--- config.mk ---
export PLATFORM = sky130hd
export DESIGN_NAME = sauria_axil_reg_responder
export DESIGN_NICKNAME = d
export VERILOG_FILES = /design/src/rtl/sauria_demo_pkg.sv /design/src/rtl/sauria_axil_reg_responder.sv
export SDC_FILE = /design/constraint.sdc
export NUM_CORES = 1
export LEC_CHECK = 0
export ABC_AREA = 0
export BUFFER_PORTS_ARGS = -buffer_cell sky130_fd_sc_hd__buf_2
export CAP_MARGIN = 15
export CELL_PAD_IN_SITES_DETAIL_PLACEMENT = 1
export CELL_PAD_IN_SITES_GLOBAL_PLACEMENT = 1
export CORE_MARGIN = 5
export CORE_UTILIZATION = 34
export DETAILED_ROUTE_END_ITERATION = 8
export PLACE_DENSITY_LB_ADDON = 0.12
export SETUP_SLACK_MARGIN = 0.4
export SLEW_MARGIN = 40
export SYNTH_ARGS = -nofsm -noshare
export SYNTH_HDL_FRONTEND = slang
export SYNTH_SLANG_ARGS = --single-unit
--- constraint.sdc ---
create_clock -name clk_i -period 4.38 [get_ports clk_i]
set_input_delay 0.876 -clock clk_i [delete_from_list [all_inputs] [get_ports clk_i]]
set_output_delay 0.876 -clock clk_i [all_outputs]
set_load 0.05 [all_outputs]
--- src/rtl/sauria_demo_pkg.sv ---
`default_nettype none
// ============================================================================
// Module      : sauria_demo_pkg
// Description : Shared constants and types for the AXI4-Lite to register
//               interface responder: AXI response codes, FSM state encoding
//               and the default register-side wait limit.
// Revision    : 1.0 - initial release
// ============================================================================
package sauria_demo_pkg;

  // AXI response codes
  localparam logic [1:0] AxiRespOkay   = 2'b00;
  localparam logic [1:0] AxiRespSlvErr = 2'b10;

  // Default register-side wait limit (only used when the timeout is built in)
  localparam int unsigned DefaultTimeoutCycles = 256;

  // FSM state encodings (kept as plain constants for legacy users)
  localparam logic [2:0] ST_IDLE   = 3'd0;
  localparam logic [2:0] ST_WR_REQ = 3'd1;
  localparam logic [2:0] ST_WR_RSP = 3'd2;
  localparam logic [2:0] ST_RD_REQ = 3'd3;
  localparam logic [2:0] ST_RD_RSP = 3'd4;

  typedef enum logic [2:0] {
    StIdle  = ST_IDLE,
    StWrReq = ST_WR_REQ,
    StWrRsp = ST_WR_RSP,
    StRdReq = ST_RD_REQ,
    StRdRsp = ST_RD_RSP
  } state_e;

endpackage
`default_nettype wire

--- src/rtl/sauria_axil_reg_responder.sv ---
`default_nettype none
// ============================================================================
// Module      : sauria_axil_reg_responder
// Description : AXI4-Lite slave that turns each accepted read or write into a
//               single register-interface request. One transaction in flight,
//               reads and writes arbitrated round-robin.
//               Optional register-side timeout: SAURIA_AXIL_REG_TIMEOUT_EN.
// Revision    : 1.0 - initial release
// ============================================================================
module sauria_axil_reg_responder
  import sauria_demo_pkg::*;
#(
  parameter int unsigned AddrWidth     = 32,
  parameter int unsigned DataWidth     = 32,
  parameter int unsigned TimeoutCycles = DefaultTimeoutCycles
) (
  input  logic                   clk_i,
  input  logic                   rst_ni,
  input  logic [AddrWidth-1:0]   axil_aw_addr_i,
  input  logic                   axil_aw_valid_i,
  output logic                   axil_aw_ready_o,
  input  logic [DataWidth-1:0]   axil_w_data_i,
  input  logic [DataWidth/8-1:0] axil_w_strb_i,
  input  logic                   axil_w_valid_i,
  output logic                   axil_w_ready_o,
  output logic [1:0]             axil_b_resp_o,
  output logic                   axil_b_valid_o,
  input  logic                   axil_b_ready_i,
  input  logic [AddrWidth-1:0]   axil_ar_addr_i,
  input  logic                   axil_ar_valid_i,
  output logic                   axil_ar_ready_o,
  output logic [DataWidth-1:0]   axil_r_data_o,
  output logic [1:0]             axil_r_resp_o,
  output logic                   axil_r_valid_o,
  input  logic                   axil_r_ready_i,
  output logic [AddrWidth-1:0]   reg_addr_o,
  output logic                   reg_write_o,
  output logic [DataWidth-1:0]   reg_wdata_o,
  output logic [DataWidth/8-1:0] reg_wstrb_o,
  output logic                   reg_valid_o,
  input  logic [DataWidth-1:0]   reg_rdata_i,
  input  logic                   reg_error_i,
  input  logic                   reg_ready_i
);

  localparam int unsigned StrbWidth = DataWidth / 8;

  // Reject unsupported configurations at elaboration
  if (!((DataWidth == 32) || (DataWidth == 64)) || (TimeoutCycles < 2)) begin : g_param_check
    $error("sauria_axil_reg_responder: DataWidth must be 32/64 and TimeoutCycles >= 2");
  end

  state_e                 r_state;
  state_e                 w_state_nxt;
  logic                   r_last_wr;   // 1: last grant was a write, so reads win a tie
  logic [AddrWidth-1:0]   r_addr;
  logic [DataWidth-1:0]   r_wdata;
  logic [StrbWidth-1:0]   r_wstrb;
  logic [1:0]             r_resp;
  logic [DataWidth-1:0]   r_rdata;

  logic w_wr_elig;
  logic w_rd_elig;
  logic w_grant_wr;
  logic w_grant_rd;
  logic w_in_req;
  logic w_timeout;
  logic w_done;
  logic w_err;

  // A write needs AW and W together; a lone channel is never accepted
  assign w_wr_elig  = axil_aw_valid_i && axil_w_valid_i;
  assign w_rd_elig  = axil_ar_valid_i;
  assign w_grant_wr = (r_state == StIdle) && w_wr_elig && (!w_rd_elig || !r_last_wr);
  assign w_grant_rd = (r_state == StIdle) && w_rd_elig && (!w_wr_elig || r_last_wr);

  assign w_in_req = (r_state == StWrReq) || (r_state == StRdReq);
  assign w_done   = w_in_req && (reg_ready_i || w_timeout);
  // A timeout completes without ready and is always reported as an error
  assign w_err    = !reg_ready_i || reg_error_i;

`ifdef SAURIA_AXIL_REG_TIMEOUT_EN
  localparam int unsigned CntWidth = $clog2(TimeoutCycles) + 1;
  logic [CntWidth-1:0] r_cnt;

  assign w_timeout = w_in_req && !reg_ready_i &&
                     (r_cnt == CntWidth'(TimeoutCycles - 1));

  // Count stalled request cycles; restart on every new grant
  always_ff @(posedge clk_i or negedge rst_ni) begin
    if (!rst_ni) begin
      r_cnt <= '0;
    end else if (w_grant_wr || w_grant_rd) begin
      r_cnt <= '0;
    end else if (w_in_req && !reg_ready_i) begin
      r_cnt <= r_cnt + 1'b1;
    end
  end
`else
  assign w_timeout = 1'b0;
`endif

  // Next-state selection
  always_comb begin
    w_state_nxt = r_state;
    unique case (r_state)
      StIdle: begin
        if (w_grant_wr)      w_state_nxt = StWrReq;
        else if (w_grant_rd) w_state_nxt = StRdReq;
      end
      StWrReq: if (w_done) w_state_nxt = StWrRsp;
      StRdReq: if (w_done) w_state_nxt = StRdRsp;
      StWrRsp: if (axil_b_ready_i) w_state_nxt = StIdle;
      StRdRsp: if (axil_r_ready_i) w_state_nxt = StIdle;
      default: w_state_nxt = StIdle;
    endcase
  end

  // State register and round-robin pointer
  always_ff @(posedge clk_i or negedge rst_ni) begin
    if (!rst_ni) begin
      r_state   <= StIdle;
      r_last_wr <= 1'b0;
    end else begin
      r_state <= w_state_nxt;
      if (w_grant_wr)      r_last_wr <= 1'b1;
      else if (w_grant_rd) r_last_wr <= 1'b0;
    end
  end

  // Latch the request on grant and the response on register completion
  always_ff @(posedge clk_i or negedge rst_ni) begin
    if (!rst_ni) begin
      r_addr  <= '0;
      r_wdata <= '0;
      r_wstrb <= '0;
      r_resp  <= AxiRespOkay;
      r_rdata <= '0;
    end else begin
      if (w_grant_wr) begin
        r_addr  <= axil_aw_addr_i;
        r_wdata <= axil_w_data_i;
        r_wstrb <= axil_w_strb_i;
      end else if (w_grant_rd) begin
        r_addr  <= axil_ar_addr_i;
      end
      if (w_done) begin
        r_resp <= w_err ? AxiRespSlvErr : AxiRespOkay;
        if (r_state == StRdReq) begin
          r_rdata <= w_err ? '0 : reg_rdata_i;
        end
      end
    end
  end

  assign axil_aw_ready_o = w_grant_wr;
  assign axil_w_ready_o  = w_grant_wr;
  assign axil_ar_ready_o = w_grant_rd;
  assign axil_b_valid_o  = (r_state == StWrRsp);
  assign axil_b_resp_o   = r_resp;
  assign axil_r_valid_o  = (r_state == StRdRsp);
  assign axil_r_resp_o   = r_resp;
  assign axil_r_data_o   = r_rdata;

  assign reg_valid_o = w_in_req;
  assign reg_write_o = (r_state == StWrReq);
  assign reg_addr_o  = r_addr;
  assign reg_wdata_o = r_wdata;
  assign reg_wstrb_o = r_wstrb;

endmodule
`default_nettype wire

# Yosys cells after proc, flatten, opt, wreduce, memory -nomap -nowiden
# Index checks and enable logic that the tools add are counted.
# classes
muxes,13
reduce_logical,18
eq_ne,9
# ops
operator,n
two-way mux 32 bit,3
two-way mux 3 bit,6
case mux 3 bit (5 select lines),1
equality test 3 x 2 -> 1 bit (second input constant),2
logical AND 1 bit,6
inequality test 2 x 1 -> 1 bit (second input constant),3
AND reduction 5 bit,1
logical NOT 1 bit,4
logical OR 1 bit,4
equality test 3 x 1 -> 1 bit (second input constant),1
equality test 3 bit (second input constant),1
logical NOT 3 bit,1
inequality test 3 bit (second input constant),1
two-way mux 1 bit,2
two-way mux 2 bit,1
inequality test 2 bit (second input constant),1
AND reduction 2 bit,1
nonzero test 2 bit,1
# word_totals
input_bits,141
word_cells,47
ff_bits,106
out_inout_bits,111

# Depth between registers and ports, before layout
# Gate-level depths: netlist (run 1).
# logic_depth
ltp_word,7
depth_mapped,6
depth_no_buf,3

# Worst setup path before layout (run 1)
# No wires, ideal clock.
# synth_timing
path_kind,register -> output
start,register r_state[2]
end,output port reg_write_o
t_required_ns,3.504
setup_slack_ns,1.401
path_buffers,1
path_stages_with_launch,4
t_arrival_ns,2.103
cell_sequence,dfrtp_1 -> clkbuf_1 -> nor2b_1 -> nor2b_1
# synth_between
elab_chain_len,1
# synth_lines
element,line,text
start: declaration,sauria_axil_reg_responder.sv:53,state_e r_state;
start signal: assignment,sauria_axil_reg_responder.sv:122,r_state <= StIdle;
start signal: assignment,sauria_axil_reg_responder.sv:125,r_state <= w_state_nxt;
equality test 3 x 1 -> 1 bit,sauria_axil_reg_responder.sv:166,assign reg_write_o = (r_state == StWrReq);
end: declaration,sauria_axil_reg_responder.sv:37,"output logic reg_write_o,"
# No other way between the ends.

# Worst setup path after layout (run 1)
# layout_timing
start,register r_state[0]
end,output port axil_ar_ready_o
# layout_between
elab_chain_len,3
# layout_lines
element,line,text
logical NOT 3 bit,sauria_axil_reg_responder.sv:75,assign w_grant_rd = (r_state == StIdle) && w_rd_elig && (!w_wr_elig || r_last_wr);
logical AND 1 bit (2 in series),sauria_axil_reg_responder.sv:75,
end: declaration,sauria_axil_reg_responder.sv:31,"output logic axil_ar_ready_o,"
# No other way between the ends.

==> results of run 1 <==
Yosys cell counts, drive strengths merged:
master	number	share of area [%]
or2	1	0.13
buf	15	2.1
nor3	1	0.35
clkbuf	25	2.0
a21o	1	0.16
o21ai	32	3.4
nor2	3	0.24
nand4b	1	0.19
nand2	35	2.8
conb	1	0.080
nor2b	2	0.27
nor4b	1	0.19
mux2	38	9.2
nand2b	64	8.6
dfrtp	105	56
o32ai	32	6.0
nor3b	4	0.75
o21a	1	0.16
inv	1	0.080
and2	2	0.27
a21bo	1	0.21
a2bb2oi	32	6.0
a2111oi	1	0.19
and3b	1	0.19
a211oi	1	0.16
registers in the layout, indices dropped and copies added (netlist names):
| register | count |
|---|---|
| reg_wstrb_o | 4 |
| r_state | 3 |
| reg_wdata_o | 32 |
| axil_b_resp_o | 1 |
| axil_r_data_o | 32 |
| r_last_wr | 1 |
| reg_addr_o | 32 |
power by group:
group	internal [W]	total (W)	switching [W]
Combinational	0.000823	0.00329	0.00247
Clock	0.000606	0.000959	0.000353
Sequential	0.00145	0.00172	0.000265
Total	0.00288	0.00597	0.00309
area by class of cell:
class	count	area, sq um	share of cell area (%)
clock inverter	4	97.6	1.52
sequential	105	2630	41.0
antenna	2	5.00	0.0781
clock buffer	12	267	4.16
tap	176	220	3.43
timing repair buffer	257	1330	20.8
inverter	1	3.75	0.0585
multi-input combinational	256	1860	29.0
layer usage:
layer  global-route usage, %  vias up  wire (microns)
li1                        -     1890               -
met1                    21.5     1931            5790
met2                    28.8      168            6970
met3                    5.34       31            1230
met4                    8.14        0             490
met5                       0        -               0
worst max-delay path: cells and delay by family (launching register included):
kind                   cells  cell delay (ns)
and+or+nand+nor            3             0.85
buffers and inverters      2             0.64
DFF                        1             0.49
logic make-up after synthesis:
kind of cell | Yosys count | synth area share [%]
other cells | 1 | 0.0803
mux | 38 | 9.16
buf+inv | 41 | 4.21
simple gates | 115 | 14.0
compound gates | 101 | 16.3
flops | 105 | 56.3
metrics by stage:
step	cell area, sq um	util [%]
after floorplan	4670	-
after global placement	6010	45.0
after detailed placement	6010	45.1
after CTS	6380	47.8
after global routing	6410	48.0
final	6410	48.0
worst min-delay path by stage:
| stage | startpoint | end | slack [ns] | cells after the start |
|---|---|---|---|---|
| 2_1_floorplan | r_last_wr | r_last_wr | 0.48 | 1 |
| 3_3_place_gp | axil_r_data_o[14] | axil_r_data_o[14] | 0.46 | 2 |
| 3_5_place_dp | axil_r_data_o[26] | axil_r_data_o[26] | 0.47 | 2 |
| 4_1_cts | axil_r_data_o[11] | axil_r_data_o[11] | 0.49 | 2 |
| 5_1_grt | rst_ni | reg_addr_o[23] | 0.36 | 1 |
| 6_report | rst_ni | reg_addr_o[23] | 0.36 | 1 |
==> impl_metrics.py, run 1 <==
metrics = {
    "floorplanning": {
        "io-pin-count": 252,
        "rows": 42,
        "die_y_microns": 127,
        "start_util_pct": 35.0,
        "core_sq_um": 13300,
        "dieArea_sq_um": 16200,
        "fp.dieW_microns": 127,
    },
    "global_route": {
        "grt_pass1_vias": 4304,
        "track_usage_pct": 17.6,
        "grt_max_degree": 76,
        "antenna_found_initial": 1,
        "grt_pass1_wl_microns": 22800,
        "grt_overflow_total": 0,
    },
    "cells_and_area": {
        "fin_cells": 813,
        "final_cell_mix": "248 x buf_2, 105 x dfrtp_1, 64 x nand2b_1",
        "fin_nets": 771,
        "drive_gt1_share_pct": 46.8,
        "areaGrowthSynthToFinish_pct": 37.3,
        "num-fill-cells": 1529,
        "final_common_cell": "buf_2",
    },
    "setup_path": {
        "crit_start": "r_state[0]",
        "cp-start-kind": "flip-flop",
        "rr_startpoint": "r_state[0]",
        "r2r-end": "reg_wdata_o[15]",
        "crit_path_cell_trace": "nor3_4, buf_4, nand2_1, nor2_1, buf_2",
        "rr_worst_depth": 4,
        "r2r_slack_ns": 1.83,
        "crit_type": "flip-flop to output port",
        "crit_path_end": "axil_ar_ready_o",
        "cp-end-kind": "output port",
        "cp_max_fo": 20,
        "cp.arrival_ns": 2.32,
        "cp.required_ns": 3.50,
        "cpPeakStageDelay_ns": 0.61,
        "critPathSlowestCell": "nor3_4",
    },
    "sta": {
        "setup_slack_ns": 1.18,
        "rsz0062_at_grt": "no",
        "max_freq_ghz": 0.313,
        "slew_violations": 0,
        "slew_headroom_pct": 52.6,
        "final.setup.tns_ns": 0,
        "hold_ws_ns": 0.359,
        "fin_crit_sh_pct": 73.0,
        "hold_viol_final": 0,
        "setup_viol": 0,
        "worst_pin_slew_ns": 0.711,
        "skew_ns": 0.00682,
        "period_needed_ns": 3.20,
    },
    "placement": {
        "io_buffers": 249,
        "gp_congestion": 0.782,
        "hpwlAfterDp_microns": 10900,
        "post-place-ws_ns": 1.42,
        "dp.cells": 794,
    },
    "logic_synthesis": {
        "ys_ff_latch": 105,
        "synth_cells": 401,
        "synth_cell_types": 30,
        "seq_area_frac_synth_pct": 56.3,
        "netlist_area_sq_um": 4670,
        "yosysWarnings": 0,
        "syn-mean-instance-area_sq_um": 11.6,
    },
    "cts": {
        "cts_resized": 0,
        "insertion_delay_ns": 0.34,
        "clk_pin_slew_ns": 0.07,
        "root_buffer": "clkbuf_16",
        "cts_hold_buf": 0,
        "cts_buffer_depth": 2,
        "clock_sinks": 105,
        "htreeDepth": 3,
        "cts_made_buffers": 9,
        "cts_tree": "built",
        "post-cts-setup-buffers": 0,
    },
    "run_status": {
        "status": "finished clean",
    },
    "pwr": {
        "p_leak_nw": 3.12,
        "powerDensity_nw_per_um2": 931,
        "ir_drop_mv": 0.440,
        "power_w": 0.00597,
    },
    "detailed_routing": {
        "via_per_inst": 4.94,
        "drt_iter0_drc": 88,
        "detail_route.first_pass.iterations": 4,
        "detail-route-antenna-nets": 0,
        "drc": 0,
        "vias": 4020,
        "wire_per_inst_microns": 17.8,
        "drt_wl_total_microns": 14500,
    },
    "job": {
        "drv_cap": 0,
    },
    "hold_path": {
        "hp-class": "input pin to async pin",
    },
}
Power figures use the tool's default switching activity.
==> run 2, diff against run 1 <==
--- a/config.mk
+++ b/config.mk
@@ -5,13 +5,13 @@
 export SDC_FILE = /design/constraint.sdc
 export NUM_CORES = 1
 export LEC_CHECK = 0
-export ABC_AREA = 0
+export ABC_AREA = 1
 export BUFFER_PORTS_ARGS = -buffer_cell sky130_fd_sc_hd__buf_2
 export CAP_MARGIN = 15
 export CELL_PAD_IN_SITES_DETAIL_PLACEMENT = 1
 export CELL_PAD_IN_SITES_GLOBAL_PLACEMENT = 1
 export CORE_MARGIN = 5
-export CORE_UTILIZATION = 34
+export CORE_UTILIZATION = 31
 export DETAILED_ROUTE_END_ITERATION = 8
 export PLACE_DENSITY_LB_ADDON = 0.12
 export SETUP_SLACK_MARGIN = 0.4
==> constraint.sdc (replaced) <==
create_clock -name clk_i -period 3.15 [get_ports clk_i]
set_input_delay 0.63 -clock clk_i [delete_from_list [all_inputs] [get_ports clk_i]]
set_output_delay 0.63 -clock clk_i [all_outputs]
set_load 0.05 [all_outputs]
==> impl_metrics.py, run 2 <==
metrics = {
    "run_status": {
        "status": "finished clean",
    },
    "cts": {
        "cts_hold_buf": 0,
        "cts_made_buffers": 9,
        "htreeDepth": 3,
        "clk_pin_slew_ns": 0.07,
        "insertion_delay_ns": 0.34,
        "clock_sinks": 105,
        "post-cts-setup-buffers": 0,
        "cts_resized": 0,
        "cts_tree": "built",
        "cts_buffer_depth": 2,
        "root_buffer": "clkbuf_16",
    },
    "pwr": {
        "ir_drop_mv": 0.472,
        "p_leak_nw": 4.03,
        "powerDensity_nw_per_um2": 1210,
    },
    "logic_synthesis": {
        "synth_cells": 615,
        "netlist_area_sq_um": 4740,
        "netlist_top_cells_count": "317 x nand2_1, 105 x dfrtp_1, 75 x inv_1",
        "yosysTopAreaCell": "dfrtp_1",
        "async_reset_ff_share_pct": 100,
        "yosysMostFrequentCell": "nand2_1",
        "ys_ff_latch": 105,
        "synth_top_area_share_pct": 55.5,
        "seq_area_frac_synth_pct": 55.5,
        "synth_edf_count": 0,
        "synthTopCellsByArea": "dfrtp_1 55%, nand2_1 25%, nand3_1 7.3%, inv_1 5.9%, buf_2 2.3%",
        "synth_cell_types": 16,
        "syn-mean-instance-area_sq_um": 7.70,
        "yosysWarnings": 0,
        "synth_ff_type": "dfrtp_1",
    },
    "floorplanning": {
        "core_sq_um": 15100,
        "rows": 45,
        "die_y_microns": 134,
        "fp.dieW_microns": 134,
        "start_util_pct": 31.4,
        "io-pin-count": 252,
        "dieArea_sq_um": 17900,
    },
    "detailed_routing": {
        "drc": 0,
        "vias": 4604,
        "drt_wl_total_microns": 15700,
        "detail_route.first_pass.iterations": 4,
        "drt_iter0_drc": 131,
        "detail-route-antenna-nets": 0,
        "wire_per_inst_microns": 15.1,
        "via_per_inst": 4.42,
    },
    "setup_path": {
        "cp.required_ns": 2.52,
        "cp.arrival_ns": 1.55,
        "crit_type": "flip-flop to output port",
        "cp-end-kind": "output port",
        "cp-start-kind": "flip-flop",
        "cp_max_fo": 4,
    },
    "global_route": {
        "grt_pass1_wl_microns": 25300,
        "track_usage_pct": 17.5,
        "grt_max_degree": 106,
        "busiest_layer": "met2",
        "use_met1_pct": 21.9,
        "grt_pass1_vias": 5076,
        "grt_overflow_total": 0,
        "grt.met2_usage_pct": 29.9,
        "antenna_found_initial": 0,
        "use_met3_pct": 4.98,
    },
    "cells_and_area": {
        "fin_nets": 989,
        "n_antenna_cell": 0,
        "final_common_cell": "nand2_1",
        "areaGrowthSynthToFinish_pct": 34.6,
        "num-fill-cells": 1942,
        "finish.instance_area_sq_um": 6380,
        "drive_gt1_share_pct": 32.8,
        "final_cell_mix": "317 x nand2_1, 248 x buf_2, 105 x dfrtp_1",
    },
    "sta": {
        "hold_viol_final": 0,
        "setup_viol": 0,
        "worst_pin_slew_ns": 0.722,
        "skew_ns": 0.00935,
        "slew_violations": 0,
        "slew_headroom_pct": 51.9,
        "max_freq_ghz": 0.458,
        "fin_crit_sh_pct": 69.3,
        "final.setup.tns_ns": 0,
        "rsz0062_at_grt": "no",
        "period_needed_ns": 2.18,
    },
    "hold_path": {
        "hp-class": "input pin to async pin",
    },
    "placement": {
        "gp_congestion": 0.792,
        "io_buffers": 249,
        "hpwlAfterDp_microns": 11500,
        "dpl_cell_area_sq_um": 6100,
    },
    "job": {
        "drv_cap": 0,
    },
}
[run 2: cell count changes in the layout (fill, tap and decap cells not counted), moves of 4 or more]
cell       delta
nand3_1      +69
nand2_1     +282
o21ai_0      -30
nand2b_1     -64
mux2_1       -20
inv_2         +4
inv_1        +72
mux2_2       -18
o32ai_1      -32
a2bb2oi_1    -32
[run 2: area by class of cell]
| class | instances | area [sq um] | area share, % |
|---|---|---|---|
| clock buffers | 10 | 229 | 3.59 |
| clock inverters | 6 | 48.8 | 0.765 |
| well taps | 188 | 235 | 3.69 |
| repair buffers | 254 | 1300 | 20.4 |
| inverters | 77 | 289 | 4.53 |
| flip-flops and latches | 105 | 2630 | 41.2 |
| multi-input cells | 401 | 1650 | 25.8 |
[run 2: report_power, final]
group          switching [W]  internal [W]  leakage (nW)  total [W]
Combinational        0.00342      0.000894          2.57    0.00431
Sequential          0.000355       0.00197          1.33    0.00232
Clock               0.000535      0.000546         0.126    0.00108
Total                0.00431       0.00341          4.03    0.00772
[run 2: final timing paths]
check | depth (start not counted) | slack [ns] | startpoint | endpoint
setup / recovery | 4 | 0.97 | r_last_wr | axil_w_ready_o
setup reg to reg | 7 | 1.19 | r_last_wr | reg_addr_o[15]
max in group asynchronous | 2 | 2.37 | rst_ni | reg_addr_o[29]
hold reg to reg | 2 | 0.48 | reg_wdata_o[31] | reg_wdata_o[31]
min in group clk_i | 2 | 0.48 | reg_wdata_o[31] | reg_wdata_o[31]
hold / removal | 2 | 0.34 | rst_ni | reg_wdata_o[19]
[run 2: worst max-delay path, cell delays in order (launching register included)]
cell,delay [ns]
dfrtp_1,0.41
nand2_1,0.14
nand3_1,0.20
nor2_4,0.18
buf_2,0.29
[run 2: routing by layer]
metal	share of wire, %	wire length (microns)
met5	0	0
met4	0.95	149
met3	7.8	1220
met2	48	7500
met1	43	6820
[run 2: per-stage QoR]
stage	total power, W	hold slack [ns]	utilization, %	instances	worst slack (ns)
floorplan	0.00555	0.334	-	616	0.865
global placement	0.00662	0.453	40.4	1025	0.717
detailed placement	0.00673	0.461	40.4	1025	0.832
CTS	0.00784	0.380	42.3	1041	0.933
global route	0.00821	0.402	42.3	1041	0.864
finish	0.00772	0.345	42.3	1041	0.967
[run 2: cell families (layout without fill, tap and decap cells)]
kind of cell           count (synthesis)  in the layout  share of synthesized area (%)
AND/OR/NAND/NOR                      396            396                           33.9
buffers and inverters                110            347                           9.93
flip-flops                           105            105                           55.5
AO/OA/AOI/OAI                          3              3                          0.660
other                                  1              2                         0.0792
==> run 3, diff against run 2 <==
==> constraint.sdc (replaced) <==
create_clock -name clk_i -period 2.21 [get_ports clk_i]
set_input_delay 0.442 -clock clk_i [delete_from_list [all_inputs] [get_ports clk_i]]
set_output_delay 0.442 -clock clk_i [all_outputs]
set_load 0.05 [all_outputs]
==> impl_metrics.py, run 3 (same netlist as run 2, synthesis figures left out) <==
metrics = {
    "sta": {
        "hold_ws_ns": 0.296,
        "fin_crit_sh_pct": 81.1,
        "final.setup.tns_ns": 0,
        "period_needed_ns": 1.79,
        "hold_viol_final": 0,
        "skew_ns": 0.00639,
        "max_freq_ghz": 0.558,
        "slew_violations": 0,
        "rsz0062_at_grt": "yes",
        "setup_viol": 0,
    },
    "setup_path": {
        "crit_buf_inv": 1,
        "cp.required_ns": 1.77,
        "crit_family": "flip-flops",
        "crit_type": "flip-flop to output port",
        "cpPeakStageDelay_ns": 0.43,
        "cp.arrival_ns": 1.35,
        "crit_path_cell_trace": "nor2_4, nand2_4, nor2_4, buf_6",
        "critPathSlowestCell": "dfrtp_2",
        "cp_max_fo": 4,
        "cp-start-kind": "flip-flop",
        "cp-end-kind": "output port",
        "cp_common_cell": "nor2_4",
    },
    "global_route": {
        "grt_pass1_vias": 5028,
        "antenna_found_initial": 2,
        "grt_max_degree": 62,
        "grt_overflow_total": 0,
        "track_usage_pct": 17.4,
        "grt_pass1_wl_microns": 25200,
    },
    "floorplanning": {
        "dieArea_sq_um": 17900,
        "core_sq_um": 15100,
        "die_y_microns": 134,
        "rows": 45,
        "io-pin-count": 252,
        "fp.dieW_microns": 134,
        "start_util_pct": 31.4,
    },
    "cts": {
        "cts_tree": "built",
        "cts_made_buffers": 9,
        "insertion_delay_ns": 0.35,
        "htreeDepth": 3,
        "clock_sinks": 105,
        "clk_pin_slew_ns": 0.07,
        "cts_buffer_depth": 2,
        "root_buffer": "clkbuf_16",
    },
    "pwr": {
        "p_leak_nw": 4.13,
        "powerDensity_nw_per_um2": 1720,
        "seqPwrFrac_pct": 29.1,
        "combPwrFrac_pct": 55.5,
        "switchingPower_w": 0.00607,
        "ir_drop_mv": 0.571,
        "sw_frac_of_total_pct": 53.4,
        "p_clk_share_pct": 15.4,
        "p_int_w": 0.00531,
    },
    "cells_and_area": {
        "post-route-util_pct": 43.8,
        "drive_gt1_share_pct": 34.2,
        "final_cell_mix": "316 x nand2_1, 242 x buf_2, 104 x dfrtp_1",
        "areaGrowthSynthToFinish_pct": 39.4,
        "final_common_cell": "nand2_1",
        "fin_nets": 1002,
        "fin_cells": 1052,
    },
    "hold_path": {
        "hp-class": "input pin to flip-flop",
    },
    "detailed_routing": {
        "drc": 0,
        "vias": 4668,
        "wire_per_inst_microns": 14.7,
        "detail-route-antenna-nets": 0,
        "via_per_inst": 4.44,
        "detail_route.first_pass.iterations": 4,
        "drt_iter0_drc": 149,
        "drt_wl_total_microns": 15500,
    },
    "placement": {
        "gp_congestion": 0.770,
        "hpwlAfterDp_microns": 11900,
        "io_buffers": 249,
        "dp.cells": 1031,
    },
    "run_status": {
        "status": "finished clean",
    },
    "job": {
        "drv_cap": 0,
    },
}
run 3: cell count changes in the layout (fill, tap and decap cells not counted), sizes merged:
cell         change
diode            +1
clkinvlp         -3
bufinv           +3
clkbuf           -1
clkinv           +1
buf             +12
dlygate4sd3      +1
inv              -3
run 3: power by group through the flow:
stage	Sequential (W)	Combinational (W)	Clock (W)
5_1_grt	0.00343	0.00675	0.00190
6_report	0.00331	0.00631	0.00175
2_1_floorplan	0.00626	0.00166	0
3_3_place_gp	0.00331	0.00613	0
3_5_place_dp	0.00335	0.00625	0
4_1_cts	0.00333	0.00639	0.00181
run 3: area by class of cell:
class | instances | area (sq um)
Timing Repair Buffer | 267 | 1450
Antenna cell | 1 | 2.50
Multi-Input combinational cell | 401 | 1680
Sequential cell | 105 | 2630
Tap cell | 188 | 235
Fill cell | 1915 | 8490
Clock buffer | 9 | 225
Inverter | 77 | 292
Clock inverter | 4 | 95.1
run 3: worst paths after layout:
| check | start | endpoint | slack [ns] | depth (start not counted) |
|---|---|---|---|---|
| setup / recovery | r_state[1] | axil_w_ready_o | 0.42 | 4 |
| hold / removal | axil_w_data_i[9] | reg_wdata_o[9] | 0.30 | 3 |
| setup reg to reg | r_state[1] | reg_addr_o[17] | 0.55 | 6 |
| hold reg to reg | reg_wdata_o[6] | reg_wdata_o[6] | 0.47 | 2 |
| max in group asynchronous | rst_ni | reg_addr_o[20] | 1.03 | 3 |
| min in group asynchronous | rst_ni | reg_wdata_o[19] | 0.53 | 2 |
run 3: through the flow:
stage | worst slack [ns] | area (sq um) | power (W)
floorplan | 0.412 | 4750 | 0.00792
global placement | 0.443 | 6160 | 0.00945
detailed placement | 0.387 | 6160 | 0.00960
CTS | 0.371 | 6580 | 0.0115
global route | 0.348 | 6600 | 0.0121
finish | 0.417 | 6600 | 0.0114
run 3: worst min-delay path: stages:
cell     delay (ns)
buf_2          0.07
nand2_1        0.04
nand2_1        0.05
run 3: repair_timing:
action                                 in CTS  in global routing
hold buffers                                1                  0
buffers inserted                            5                  1
resized for setup                          17                  7
endpoints found under the hold margin      17                  0
pin swaps                                   2                  0
setup endpoints to repair                  27                 38
run 3: metal layers:
| layer | vias to the layer above | global-route usage, % | share of wire [%] |
|---|---|---|---|
| met1 | 2191 | 21.0 | 43 |
| met4 | 4 | 5.77 | 1.4 |
| met3 | 17 | 5.70 | 7.4 |
| li1 | 2314 | - | - |
| met5 | - | 0 | 0.17 |
| met2 | 142 | 29.6 | 48 |
